[config.mk]
export PLATFORM = sky130hd
export DESIGN_NAME = timekeeper_gen2
export DESIGN_NICKNAME = d
export VERILOG_FILES = /design/src/rtl/timekeeper_gen2.sv
export SDC_FILE = /design/constraint.sdc
export NUM_CORES = 1
export LEC_CHECK = 0
export CAP_MARGIN = 20
export CORE_MARGIN = 2
export CORE_UTILIZATION = 32
export DETAILED_ROUTE_END_ITERATION = 10
export SLEW_MARGIN = 20
export SYNTH_ARGS = -nofsm -noshare
export SYNTH_HDL_FRONTEND = slang
export SYNTH_SLANG_ARGS = --single-unit
[constraint.sdc]
create_clock -name clock -period 2.7 [get_ports clock]
set_input_delay 0.81 -clock clock [delete_from_list [all_inputs] [get_ports clock]]
set_output_delay 0.81 -clock clock [all_outputs]
set_load 0.005 [all_outputs]
[src/rtl/timekeeper_gen2.sv]
// timekeeper_gen2: HH:MM:SS clock with button set mode, auto-repeat and blinking 8-digit display
module timekeeper_gen2 #(
  parameter int HOUR_MODE = 24,
  parameter int REPEAT_DELAY = 2
) (
  input  logic       clock,
  input  logic       reset,
  input  logic       pulse_1hz,
  input  logic       pulse_500ms,
  input  logic       mode_button,
  input  logic       add_button,
  input  logic       sub_button,
  output logic [5:0] d1,
  output logic [5:0] d2,
  output logic [5:0] d3,
  output logic [5:0] d4,
  output logic [5:0] d5,
  output logic [5:0] d6,
  output logic [5:0] d7,
  output logic [5:0] d8
);
  typedef enum logic [1:0] {RUN, SET_HOURS, SET_MINUTES, SET_SECONDS} state_t;
  localparam int RW = REPEAT_DELAY > 0 ? $clog2(REPEAT_DELAY + 1) : 1;
  localparam logic [RW-1:0] RD = RW'(REPEAT_DELAY);
  state_t state, state_n;
  logic [5:0] hours, minutes, seconds, hd;
  logic [RW-1:0] rep_cnt;
  logic mode_q, add_q, sub_q, p500_q;
  logic mode_e, p500_e, one, press, step, pm, h_en, m_en, s_en, sep_en;
  function automatic logic [5:0] wrap(input logic [5:0] v, input logic [5:0] mx, input logic up);
    return up ? (v == mx ? 6'd0 : v + 6'd1) : (v == 6'd0 ? mx : v - 6'd1);
  endfunction
  function automatic logic [5:0] digit(input logic en, input logic [5:0] v);
    return {en, 4'(v), 1'b1};
  endfunction
  always_comb begin
    mode_e = mode_button & ~mode_q;
    p500_e = pulse_500ms & ~p500_q;
    one = add_button ^ sub_button;
    press = add_button ? ~add_q : sub_button & ~sub_q;
    step = state != RUN && !mode_e && one && (press || (REPEAT_DELAY != 0 && p500_e && rep_cnt == RD));
    state_n = !mode_e ? state : state == RUN ? SET_HOURS : state == SET_HOURS ? SET_MINUTES :
              state == SET_MINUTES ? SET_SECONDS : RUN;
    hd = HOUR_MODE == 12 ? (hours == 6'd0 ? 6'd12 : hours > 6'd12 ? hours - 6'd12 : hours) : hours;
    pm = HOUR_MODE == 12 && hours >= 6'd12;
    h_en = state == SET_HOURS ? pulse_500ms : 1'b1;
    m_en = state == SET_MINUTES ? pulse_500ms : 1'b1;
    s_en = state == SET_SECONDS ? pulse_500ms : 1'b1;
    sep_en = state == RUN ? pulse_500ms : 1'b1;
  end
  always_ff @(posedge clock or posedge reset) begin
    if (reset) begin
      state <= RUN;
      hours <= '0;
      minutes <= '0;
      seconds <= '0;
      rep_cnt <= '0;
      {mode_q, add_q, sub_q, p500_q} <= '0;
      {d8, d7} <= HOUR_MODE == 12 ? {6'b100011, 6'b100101} : {6'b100001, 6'b100001};
      {d6, d3} <= {2{6'b011111}};
      {d5, d4, d2, d1} <= {4{6'b100001}};
    end else begin
      {mode_q, add_q, sub_q, p500_q} <= {mode_button, add_button, sub_button, pulse_500ms};
      state <= state_n;
      rep_cnt <= (state == RUN || mode_e || !one || REPEAT_DELAY == 0) ? '0 :
                 (p500_e && rep_cnt != RD) ? rep_cnt + RW'(1) : rep_cnt;
      if (state == RUN && pulse_1hz) begin
        seconds <= wrap(seconds, 6'd59, 1'b1);
        if (seconds == 6'd59) minutes <= wrap(minutes, 6'd59, 1'b1);
        if (seconds == 6'd59 && minutes == 6'd59) hours <= wrap(hours, 6'd23, 1'b1);
      end
      if (step && state == SET_HOURS) hours <= wrap(hours, 6'd23, add_button);
      if (step && state == SET_MINUTES) minutes <= wrap(minutes, 6'd59, add_button);
      if (step && state == SET_SECONDS) seconds <= wrap(seconds, 6'd59, add_button);
      d8 <= digit(h_en, hd / 6'd10);
      d7 <= digit(h_en, hd % 6'd10);
      d6 <= {sep_en, 4'hF, 1'b1};
      d5 <= digit(m_en, minutes / 6'd10);
      d4 <= digit(m_en, minutes % 6'd10);
      d3 <= {sep_en, 4'hF, 1'b1};
      d2 <= digit(s_en, seconds / 6'd10);
      d1 <= {s_en, 4'(seconds % 6'd10), ~pm};
    end
  end
endmodule

==> impl_metrics.json, run 1 <==
{
  "status": "complete, no violations",
  "cp-startpoint": "add_button",
  "port_buffers": 35,
  "max-cap-violations": 0,
  "cts.repair.resized": 0,
  "maxSlewHeadroom_pct": 64.7,
  "postRouteWirelength_um": 7570,
  "min_path_type": "reg -> reg",
  "hold_violations": 0,
  "drive_above_1_share_pct": 11.5,
  "wl_per_cell_um": 13.2,
  "crit_slowest_cell": "clkdlybuf4s50_1",
  "crit_arrival_ns": 2.69,
  "path_cells": "clkdlybuf4s50_1 -> buf_4 -> nand3b_1 -> a2111oi_4 -> buf_4 -> nand2_1 -> a21boi_0 -> o31ai_1",
  "cts.hold.buffers_added": 0,
  "antenna_found_initial": 0,
  "synth-main-ff-cell": "dfrtp_1",
  "cp-start-kind": "input pin",
  "overflow": 0,
  "grt_max_degree": 31,
  "finalCritPeriodShare_pct": 91.6,
  "clk_pin_slew_ns": 0.10,
  "placementRows": 38,
  "avgSynthCellArea_sq_um": 9.10,
  "cts_tree": "yes",
  "ir_worst_vdd_mv": 0.331,
  "fmax_mhz": 405,
  "avgViaCountPerCell": 5.06,
  "start_util_pct": 32.6,
  "synthToLayoutAreaGrowth_pct": 20.1,
  "synth_edf_count": 0,
  "r2r-start": "minutes[0]$_DFFE_PP0P_",
  "rsz0062_at_grt": "false",
  "cp_max_fo": 13,
  "vias": 2905,
  "syn_area_sq_um": 3510,
  "fp.dieH_um": 109,
  "htree_levels": 2,
  "cts.sinks": 51,
  "grt_util_all_layers_pct": 13.6,
  "cpMostUsedCell": "buf_4",
  "post-route-util_pct": 39.1,
  "skew_ns": 0.0112,
  "slowest_delay_ns": 0.50,
  "cts_buffers": 5,
  "period_needed_ns": 2.47,
  "fp.dieArea_sq_um": 11800,
  "antennaDiodeCount": 0,
  "grt_pass1_vias": 2737,
  "syn_inst": 386,
  "fin_hold_ws_ns": 0.495,
  "place_congestion": 0.823,
  "final_nets": 461,
  "tightest_slew_ns": 0.530,
  "clk_latency_ns": 0.31,
  "slew_viol_final": 0,
  "path_delay_family": "buffers and inverters",
  "synthDistinctLibCells": 64,
  "hold_start": "hd[0]$_DFFE_PP0P_",
  "firstDrtPassIters": 4,
  "final_antenna_net_count": 0,
  "drc_errors": 0,
  "hpwl_um": 5680,
  "io-pin-count": 55,
  "ys_ff_latch": 51,
  "setup_viol_count_final": 0,
  "required_ns": 2.92,
  "power.leakage_nw": 1.80,
  "core_sq_um": 10800,
  "cts_setup_buffers": 0,
  "pwr_density_cell_nw_per_um2": 1040,
  "grt_pass1_wl_um": 12900,
  "synthArstFlopShare_pct": 100,
  "die_w_um": 109,
  "cts.path.max_buffers": 2,
  "path_buf_inv": 3,
  "setup.worst_path.class": "in -> reg",
  "crit_path_end_kind": "flip-flop",
  "cts-root-buf": "clkbuf_8",
  "dr.first_iter.drc_count": 88,
  "ys_seq_area_share_pct": 36.4,
  "yosysWarnings": 0
}
[sequential cells by signal, summed over array words and instances, names as in the netlist, 2 cells and up]
name / cells
d1: 4
d2: 4
d4: 4
d5: 4
d7: 5
d8: 3
hd: 6
minutes: 6
rep_cnt: 2
seconds: 6
state: 2
[worst paths after layout]
kind                                endpoint  slack, ns  depth (start not counted)
setup reg to reg           hd[3]$_DFFE_PP0P_       0.46                          7
hold / removal               d7[1]$_DFF_PP0_       0.50                          0
max in group asynchronous    d5[5]$_DFF_PP1_       1.26                          3
min in group asynchronous    d7[2]$_DFF_PP0_       0.84                          2
hold reg to reg              d7[1]$_DFF_PP0_       0.50                          0
setup / recovery           hd[3]$_DFFE_PP0P_       0.23                          8
[power by group]
| group | switching (W) | leakage, nW | internal [W] |
|---|---|---|---|
| clock network | 0.000276 | 0.0703 | 0.000376 |
| registers | 0.000259 | 0.618 | 0.00107 |
| logic | 0.00123 | 1.11 | 0.00118 |
| total | 0.00176 | 1.80 | 0.00263 |
[final cells by class]
| type | instances | area, sq um |
|---|---|---|
| tap | 140 | 175 |
| fill | 1091 | 6570 |
| clock buffer | 5 | 68.8 |
| clock inverter | 3 | 71.3 |
| sequential | 51 | 1280 |
| timing repair buffer | 65 | 588 |
| inverter | 23 | 86.3 |
| multi-input combinational | 287 | 1950 |
[per-layer routing]
metal	wire length, um	track usage (%)	up-vias	share of wire [%]
met5	0	0	-	0
met3	248	2.09	6	3.3
li1	-	-	1416	-
met1	3480	17.7	1422	46
met4	89	3.85	0	1.2
met2	3750	23.5	61	50
[worst register-to-register path: cells and delay by family, from the launching register on]
family	cells	cell delay, ns
AO/OA/AOI/OAI	3	0.77
adder cells (fa/ha/maj)	1	0.26
buffers and inverters	2	0.21
flip-flops	1	0.48
AND/OR/NAND/NOR	1	0.41
[kinds of logic after synthesis]
group           after synthesis  share of synthesized area, %
fa+ha+maj                    22                          7.76
simple gates                126                          18.7
mux                           8                          2.31
xor+xnor                     16                          3.99
buf+inv                      65                          9.86
flops                        51                          36.4
compound gates               96                          20.8
other cells                   2                         0.214
[synth_stat cells (4+ instances only)]
library cell	instances	area [sq um]
xnor2_1	12	105
nor3b_1	4	30.0
a31oi_1	5	31.3
dfrtp_1	48	1200
clkbuf_1	11	41.3
o22a_1	4	35.0
buf_4	23	173
o21ai_0	20	100
nand2b_1	12	75.1
a21oi_1	21	105
nor3_1	5	25.0
nor2b_1	9	56.3
nand3b_1	6	45.0
ha_1	21	263
nor2_1	31	116
mux2i_1	7	70.1
nand3_1	10	50.1
nand2_1	30	113
o32a_1	5	50.1
xor2_1	4	35.0
buf_2	6	30.0
inv_1	23	86.3
[per-stage QoR]
stage / cells / setup WS (ns) / power (W) / TNS (ns) / instance area (sq um)
2_1_floorplan: 403 / 0.424 / 0.00296 / 0 / 3580
3_3_place_gp: 566 / -0.0760 / 0.00370 / -0.230 / 4080
3_5_place_dp: 566 / -0.0972 / 0.00376 / -0.600 / 4080
4_1_cts: 574 / 0.239 / 0.00443 / 0 / 4220
5_1_grt: 574 / 0.0787 / 0.00481 / 0 / 4220
6_report: 574 / 0.228 / 0.00439 / 0 / 4220
[placed cells by master, fill, tap and decap left out, types with 3 or more instances in the layout]
cell / n
a21oi_1: 21
a221o_1: 3
a22o_1: 3
a31oi_1: 5
and3_1: 3
buf_4: 29
clkbuf_8: 5
clkdlybuf4s50_1: 35
conb_1: 19
dfrtp_1: 48
dfstp_2: 3
ha_1: 21
inv_1: 22
mux2i_1: 7
nand2_1: 30
nand2b_1: 12
nand3_1: 10
nand3b_1: 6
nand4_1: 3
nor2_1: 31
nor2b_1: 9
nor3_1: 5
nor3b_1: 4
o2111ai_1: 3
o21ai_0: 20
o22a_1: 4
o32a_1: 5
xnor2_1: 12
xor2_1: 4
No activity file was read; power rests on OpenSTA's default activity.
==> run 2: changes to the inputs <==
Settings changed: CTS_CLUSTER_DIAMETER set to 30, SKIP_LAST_GASP set to 1.
==> results of run 2 <==
No change in the layout: final DEF, timing and power equal those of run 1.
==> run 3: changes to the inputs <==
Settings changed: SLEW_MARGIN 20 to 15.
==> results of run 3 <==
No change in the layout: final DEF, timing and power equal those of run 1.
